<file path="config.mk">
export PLATFORM = sky130hd
export DESIGN_NAME = nand_gate_sweep_ctrl
export DESIGN_NICKNAME = d
export VERILOG_FILES = /design/src/rtl/gate_pkg.sv /design/src/rtl/gate_expect_rom.sv /design/src/rtl/nand_gate_sweep_ctrl.sv
export SDC_FILE = /design/constraint.sdc
export NUM_CORES = 1
export LEC_CHECK = 0
export BUFFER_PORTS_ARGS = -buffer_cell sky130_fd_sc_hd__buf_2
export CORE_UTILIZATION = 40
export CTS_BUF_LIST = sky130_fd_sc_hd__clkbuf_4
export DETAILED_ROUTE_END_ITERATION = 16
export HOLD_SLACK_MARGIN = 0.03
export PLACE_DENSITY = 0.63
export SYNTH_ARGS = -nofsm -noshare
export SYNTH_HDL_FRONTEND = slang
export SYNTH_SLANG_ARGS = --single-unit
</file>
<file path="constraint.sdc">
create_clock -name clk -period 1.9 [get_ports clk]
set_input_delay 0.57 -clock clk [delete_from_list [all_inputs] [get_ports clk]]
set_output_delay 0.57 -clock clk [all_outputs]
set_load 0.01 [all_outputs]
</file>
<file path="src/rtl/gate_pkg.sv">
// Shared types and constants for the NAND-derived gate self-test sequencer.
// Gate output bit order: {nor, nand, and, or, b_not, a_not}, with a_not at bit 0.
package gate_pkg;

  localparam int GATE_W = 6;

  localparam int A_NOT = 0;
  localparam int B_NOT = 1;
  localparam int OR    = 2;
  localparam int AND   = 3;
  localparam int NAND  = 4;
  localparam int NOR   = 5;

  // Golden outputs, indexed by the vector {a, b}.
  localparam logic [GATE_W-1:0] EXP [4] = '{6'h33, 6'h15, 6'h16, 6'h0C};

  typedef enum logic [2:0] {
    S_IDLE,
    S_APPLY,
    S_SETTLE,
    S_CHECK,
    S_DONE
  } state_e;

endpackage

</file>
<file path="src/rtl/gate_expect_rom.sv">
// Combinational golden truth table.
// Maps the 2-bit input vector {a, b} to the six expected gate outputs.
module gate_expect_rom
  import gate_pkg::*;
(
  input  logic [1:0]        vec_i,
  output logic [GATE_W-1:0] exp_o
);

  assign exp_o = EXP[vec_i];

endmodule

</file>
<file path="src/rtl/nand_gate_sweep_ctrl.sv">
// Self-test sequencer: sweeps a/b over all four vectors, waits a settle interval,
// then checks the gate block's outputs against the golden table.
module nand_gate_sweep_ctrl
  import gate_pkg::*;
#(
  parameter int unsigned SETTLE_CYCLES = 2
) (
  input  logic              clk,
  input  logic              rst_n,
  input  logic              start,
  input  logic              abort,
  input  logic [GATE_W-1:0] gate_in,
  output logic              a_out,
  output logic              b_out,
  output logic              busy,
  output logic              done,
  output logic              pass,
  output logic [2:0]        err_count,
  output logic [GATE_W-1:0] fail_mask
);

  localparam logic [3:0] SETTLE_LD = 4'(SETTLE_CYCLES);

  state_e            state_q;
  logic [1:0]        vec_q;
  logic [3:0]        cnt_q;
  logic              a_q, b_q, busy_q, done_q, pass_q;
  logic [2:0]        err_q;
  logic [GATE_W-1:0] mask_q;

  logic [GATE_W-1:0] exp_d;
  logic [GATE_W-1:0] mism_d;

  gate_expect_rom u_rom (
    .vec_i (vec_q),
    .exp_o (exp_d)
  );

  assign mism_d = gate_in ^ exp_d;

  // Abort wins over normal progress everywhere except DONE, which always completes.
  always_ff @(posedge clk or negedge rst_n) begin
    if (!rst_n) begin
      state_q <= S_IDLE;
      vec_q   <= 2'd0;
      cnt_q   <= 4'd0;
      a_q     <= 1'b0;
      b_q     <= 1'b0;
      busy_q  <= 1'b0;
      done_q  <= 1'b0;
      pass_q  <= 1'b0;
      err_q   <= 3'd0;
      mask_q  <= '0;
    end else begin
      done_q <= 1'b0;
      if (abort && (state_q == S_APPLY || state_q == S_SETTLE || state_q == S_CHECK)) begin
        state_q <= S_IDLE;
        busy_q  <= 1'b0;
        a_q     <= 1'b0;
        b_q     <= 1'b0;
      end else begin
        unique case (state_q)
          S_IDLE: begin
            a_q <= 1'b0;
            b_q <= 1'b0;
            if (start && !abort) begin
              state_q <= S_APPLY;
              err_q   <= 3'd0;
              mask_q  <= '0;
              pass_q  <= 1'b0;
              vec_q   <= 2'd0;
            end
          end
          S_APPLY: begin
            a_q     <= vec_q[1];
            b_q     <= vec_q[0];
            busy_q  <= 1'b1;
            cnt_q   <= SETTLE_LD;
            state_q <= (SETTLE_CYCLES == 0) ? S_CHECK : S_SETTLE;
          end
          S_SETTLE: begin
            cnt_q <= cnt_q - 4'd1;
            if (cnt_q <= 4'd1) begin
              state_q <= S_CHECK;
            end
          end
          S_CHECK: begin
            mask_q <= mask_q | mism_d;
            if ((|mism_d) && (err_q < 3'd4)) begin
              err_q <= err_q + 3'd1;
            end
            if (vec_q == 2'd3) begin
              state_q <= S_DONE;
            end else begin
              vec_q   <= vec_q + 2'd1;
              state_q <= S_APPLY;
            end
          end
          S_DONE: begin
            done_q  <= 1'b1;
            pass_q  <= (mask_q == '0);
            busy_q  <= 1'b0;
            a_q     <= 1'b0;
            b_q     <= 1'b0;
            state_q <= S_IDLE;
          end
          default: state_q <= S_IDLE;
        endcase
      end
    end
  end

  assign a_out     = a_q;
  assign b_out     = b_q;
  assign busy      = busy_q;
  assign done      = done_q;
  assign pass      = pass_q;
  assign err_count = err_q;
  assign fail_mask = mask_q;

endmodule
</file>
# ---- Word level (Yosys, flattened, before mapping)
# Index checks and enable logic that the tools add are counted.
dict set report totals {
  wordCells 78
  ramBits 0
  memories 0
  latch_bits 0
  reg_bits 23
  rom_bits 0
}
dict set report classes {
  n_div 0
  n_eq_ne 10
  reduce_logical 21
  mul 0
  mux 27
  n_bitwise 4
  shift 0
  n_addsub 3
  order_cmp 3
}
# op count
set op_table {}
lappend op_table {{3-bit two-way mux} 6}
lappend op_table {{6-bit two-way mux} 3}
lappend op_table {{6-bit binary-select mux with 2-bit select} 1}
lappend op_table {{3-bit case mux with 4 select lines} 1}
lappend op_table {{6-bit case mux with 2 select lines} 1}
lappend op_table {{1-bit case mux with 2 select lines} 4}
lappend op_table {{4-bit case mux with 2 select lines} 1}
lappend op_table {{4-bit AND reduction} 2}
lappend op_table {{3-bit by 2-bit == test with 1-bit output, second input constant} 2}
lappend op_table {{6-bit zero test} 1}
lappend op_table {{1-bit two-way mux} 6}
lappend op_table {{6-bit bitwise OR} 1}
lappend op_table {{3-bit case mux with 2 select lines} 1}
lappend op_table {{3-bit AND reduction} 2}
lappend op_table {{2-bit nonzero test} 3}
lappend op_table {{3-bit nonzero test} 2}
lappend op_table {{6-bit OR reduction} 1}
lappend op_table {{6-bit bitwise XOR} 1}
lappend op_table {{4-bit by 1-bit less-or-equal comparator with 1-bit output, second input constant} 1}
lappend op_table {{2-bit two-way mux} 2}
lappend op_table {{2-bit != test, second input constant} 2}
lappend op_table {{2-bit case mux with 2 select lines} 1}
lappend op_table {{2-bit AND reduction} 2}
lappend op_table {{4-bit by 1-bit subtractor with 4-bit output, second input constant} 1}
lappend op_table {{17 further kinds} 20}

# ---- Logic depth before layout (Yosys ltp)
dict set report logic_depth {
  depth_word 9
  depth_mapped 6
}

# ---- Modules after synthesis
# From an unflattened synthesis, not the netlist that was laid out.
dict set report hier_totals {
  cells_unflattened 124
  hier_area_um2 1217.4
}
# module seq_area_each_um2 n_inst cells_each area_per_inst_um2
set modules_own_cells {}
lappend modules_own_cells {nand_gate_sweep_ctrl 575.6 1 118 1188.6}
lappend modules_own_cells {gate_expect_rom 0.0 1 6 28.8}

# ---- Worst setup path after synthesis
# No wires, ideal clock.
dict set report synth_timing {
  path_kind {flip-flop to flip-flop}
  startpoint {register vec_q[0]}
  endpoint {register err_q[2] (netlist: err_count[2])}
  arrival_time_ns 1.525
  slack_ns 0.257
  n_path_buf 0
  t_required_ns 1.781
  path_stages_with_launch 7
  cell_sequence {dfrtp_1 > inv_1 > ha_1 > xor2_1 > o31ai_1 > a211oi_1 > o21a_1}
}
dict set report synth_via {
  elab_chain_cells 9
}
# item line_no
set synth_rtl {}
lappend synth_rtl {{start, declared} nand_gate_sweep_ctrl.sv:25} ;# logic [1:0] vec_q;
lappend synth_rtl {{start signal, assigned} nand_gate_sweep_ctrl.sv:95} ;# vec_q <= vec_q + 2'd1;
lappend synth_rtl {{2-bit inverter with 3-bit output (not written as such)} gate_expect_rom.sv:10} ;# assign exp_o = EXP[vec_i];
lappend synth_rtl {{6-bit binary-select mux with 2-bit select} gate_expect_rom.sv:10}
lappend synth_rtl {{6-bit two-way mux (not written as such) (2 in a row)} gate_expect_rom.sv:10}
lappend synth_rtl {{6-bit bitwise XOR} nand_gate_sweep_ctrl.sv:39} ;# assign mism_d = gate_in ^ exp_d;
lappend synth_rtl {{6-bit OR reduction} nand_gate_sweep_ctrl.sv:89} ;# if ((|mism_d) && (err_q < 3'd4)) begin
lappend synth_rtl {{1-bit logical AND} nand_gate_sweep_ctrl.sv:89}
lappend synth_rtl {{2-bit by 1-bit != test with 1-bit output (no source line)} n/a}
lappend synth_rtl {{4-bit AND reduction (no source line)} n/a}
lappend synth_rtl {{end signal, assigned} nand_gate_sweep_ctrl.sv:90} ;# err_q <= err_q + 3'd1;
lappend synth_rtl {{end, declared} nand_gate_sweep_ctrl.sv:28} ;# logic [2:0] err_q;
# No other way between the ends. The select of a mux whose other input is x is not followed.
# A chain may end at the register's enable or synchronous reset.

# ---- Worst setup path in the final report
dict set report layout_timing {
  startpoint {register vec_q[1]}
  endpoint {register err_q[0] (netlist: err_count[0])}
}
# The elaborated chain is that of the path after synthesis.

==> run_results.csv <==
group,metric,value,unit
layout,diodes,0,
setup_path,r2r_cells,6,
global_route,gr-total-overflow,0,
logic_synthesis,synth_area_leaders,"dfrtp_1 (45%), ha_1 (7.8%), o21a_1 (4.7%)",
run,cap_violations,0,
layout,area_growth,18.0,%
timing,setup_viol,0,
routing,ant_nets,0,
global_route,grt_pass1_vias,994,
logic_synthesis,avgSynthCellArea,9.94,µm²
clock_network,clkSlewWorstSetupHoldPaths,0.13,ns
power,p_leak,0.000733,µW
die,die_area,3440,µm²
clock_network,ctsHoldBuffers,0,
timing,fin_crit_sh,93.0,%
clock_network,cts_tree,"built",
timing,hold_viol,0,
routing,wire_per_inst,12.5,µm
global_route,gr-usage-all-layers,16.7,%
routing,routed_via_density,5.07,
setup_path,critPathKind,"reg2reg",
timing,tns,0,ns
logic_synthesis,synth_top_family_by_area,"compound AO/OA/AOI/OAI gates",
timing,worstMarginPinSlew,0.502,ns
clock_network,cts_setup_buffers,0,
placed_design,place_hpwl,2010,µm
logic_synthesis,synth_cells,129,
die,initial_core_util,42.0,%
global_route,grt_pass1_wl,4360,µm
clock_network,cts-root-buf,"clkbuf_4",
placed_design,port-buffer-count,23,
logic_synthesis,yosysTopAreaCellShare,44.9,%
global_route,antenna_found_initial,0,
timing,drv_slew,0,
logic_synthesis,synthAdderAreaFrac,7.80,%
logic_synthesis,yosysWarningCount,0,
timing,slew_headroom,66.1,%
power,peakVddDrop,0.000629,V
logic_synthesis,yosys.area.top_type,"dfrtp_1",
power,p_per_area,1020,nW/µm²
routing,routed-via-count,1029,
setup_path,cp.required,2.14,ns
logic_synthesis,synth-compound-area-share,22.0,%
logic_synthesis,synthArstFlopShare,100,%
clock_network,cts_buffers,3,
die,die_w,58.6,µm
clock_network,clockBufferDepth,2,
logic_synthesis,ys_seq_area_share,44.9,%
run_status,status,"complete, no violations",
timing,finClkSkew,0.00419,ns
routing,drtIter0Drc,40,
layout,nNetsFinal,178,
placed_design,place_ws,0.154,ns
logic_synthesis,synthSimpleGateAreaFrac,16.1,%
global_route,grt_max_degree,24,
timing,fin_crit,1.77,ns
logic_synthesis,yosysMostFrequentCell,"dfrtp_1",
logic_synthesis,syn-cell-area,1280,µm²
setup_path,cp-end-kind,"flop",
die,core.rowCount,20,
clock_network,clock_latency,0.31,ns
clock_network,cts.sinks,23,
layout,drive_gt1_share,22.0,%
timing,setup_ws,0.132,ns
logic_synthesis,yosysUniqueCellTypes,38,
worst_hold_path,hold_class,"in2async",
timing,fmax,566,MHz
setup_path,cp_max_fo,7,
die,io_pins,24,
logic_synthesis,muxShareOfSynthArea,0.878,%
routing,routed_wl,2540,µm
placed_design,routabilityCongestion,0.768,
logic_synthesis,ys.flop_type,"dfrtp_1",
die,die_y,58.6,µm
power,finalPower,1550,µW
clock_network,cts_resized,0,
die,coreArea,3050,µm²
setup_path,cp-start-kind,"flop",
setup_path,critical_path_arrival,2.00,ns
logic_synthesis,synth_nets,147,
timing,rsz0062_at_grt,"false",
logic_synthesis,ys_ff_latch,23,
routing,remaining_drc_errors,0,
logic_synthesis,synth-xor-area-share,5.46,%
routing,first_pass_iters,4,
clock_network,htree_levels,1,
logic_synthesis,synth-edff-count,0,
logic_synthesis,synthTopCellsByCount,"dfrtp_1 (23), nor2_1 (15), ha_1 (8), o21a_1 (8), o21ai_0 (8)",
-- registers in the layout, indices dropped and copies added (netlist names) --
| name | cells |
|---|---|
| busy | 1 |
| fail_mask | 6 |
| state_q | 3 |
| b_out | 1 |
| err_count | 3 |
| a_out | 1 |
| vec_q | 2 |
| cnt_q | 4 |
| pass | 1 |
| done | 1 |
-- per-layer routing --
metal | track usage, % | vias to the layer above | wire length (µm)
li1 | - | 523 | -
met1 | 22.4 | 491 | 1250
met2 | 27.9 | 13 | 1200
met3 | 1.98 | 2 | 70
met4 | 6.12 | 0 | 19
met5 | 0 | - | 0
-- final timing paths --
| path | start | to | slack, ns |
|---|---|---|---|
| min | rst_n | cnt_q[3] | 0.21 |
| max | vec_q[1] | err_count[0] | 0.13 |
| min in group clk | busy | busy | 0.50 |
| min reg2reg | busy | busy | 0.50 |
| max in group asynchronous | rst_n | vec_q[1] | 1.35 |
| max reg2reg | vec_q[1] | err_count[0] | 0.13 |
-- stage by stage --
step,util [%],hold slack (ns),std cells,cell area [µm²]
floorplan,-,0.274,129,1280
global placement,48.6,0.462,199,1480
detailed placement,48.6,0.479,199,1480
CTS,49.5,0.222,203,1510
global route,49.5,0.239,203,1510
finish,49.5,0.207,203,1510
-- layout by cell type, fill, tap and decap left out --
| cell | instances |
|---|---|
| o21ai_2 | 1 |
| a21o_1 | 2 |
| clkbuf_4 | 3 |
| nor2b_1 | 3 |
| xnor2_1 | 3 |
| nor4_1 | 1 |
| o22a_1 | 1 |
| nor2_1 | 15 |
| nand3b_1 | 1 |
| mux2_2 | 1 |
| a22o_1 | 3 |
| a2111o_1 | 1 |
| inv_1 | 6 |
| nor3b_1 | 1 |
| dfrtp_1 | 23 |
| buf_2 | 23 |
| nor3_1 | 2 |
| nand2_1 | 5 |
| o22ai_1 | 1 |
| or2_1 | 1 |
| and3_1 | 1 |
| a211oi_1 | 3 |
| and3b_1 | 1 |
| xor2_1 | 5 |
| clkinvlp_4 | 1 |
| and4_1 | 1 |
| o2bb2ai_1 | 1 |
| o211ai_1 | 2 |
| o31ai_1 | 1 |
| o21a_1 | 8 |
| nand3_1 | 1 |
| or4_1 | 1 |
| ha_1 | 8 |
| a32o_1 | 1 |
| buf_4 | 6 |
| nor4b_1 | 3 |
| o21ai_0 | 8 |
| a21oi_1 | 7 |
| a31oi_1 | 1 |
| and2_1 | 2 |
-- power breakdown --
group	leakage, µW	switching [µW]	internal [µW]	total [µW]
Clock	0.0000139	151	80.1	231
Combinational	0.000415	292	277	570
Sequential	0.000304	131	616	747
Total	0.000733	575	973	1550
-- cell type report --
cell class              instances  area, µm²
fillers                       313       1540
multi-input cells              97        669
flip-flops and latches         23        576
repair buffers                 29        160
well taps                      44       55.1
clock buffers                   3       22.5
inverters                       6       22.5
clock inverters                 1       7.51
-- worst max-delay path, cell delays in order (launching register included) --
cell and delay [ns]:
dfrtp_1 0.51, inv_1 0.10, ha_1 0.20, xor2_1 0.15, and4_1 0.26, a2111o_1 0.38, o211ai_1 0.08
-- logic make-up after synthesis --
family / count (synthesis)
multiplexers: 1
AO/OA/AOI/OAI: 41
XOR/XNOR: 8
flip-flops: 23
adder cells (fa/ha/maj): 8
AND/OR/NAND/NOR: 39
buffers and inverters: 9
Note: power is estimated with default switching activity, not from simulation.
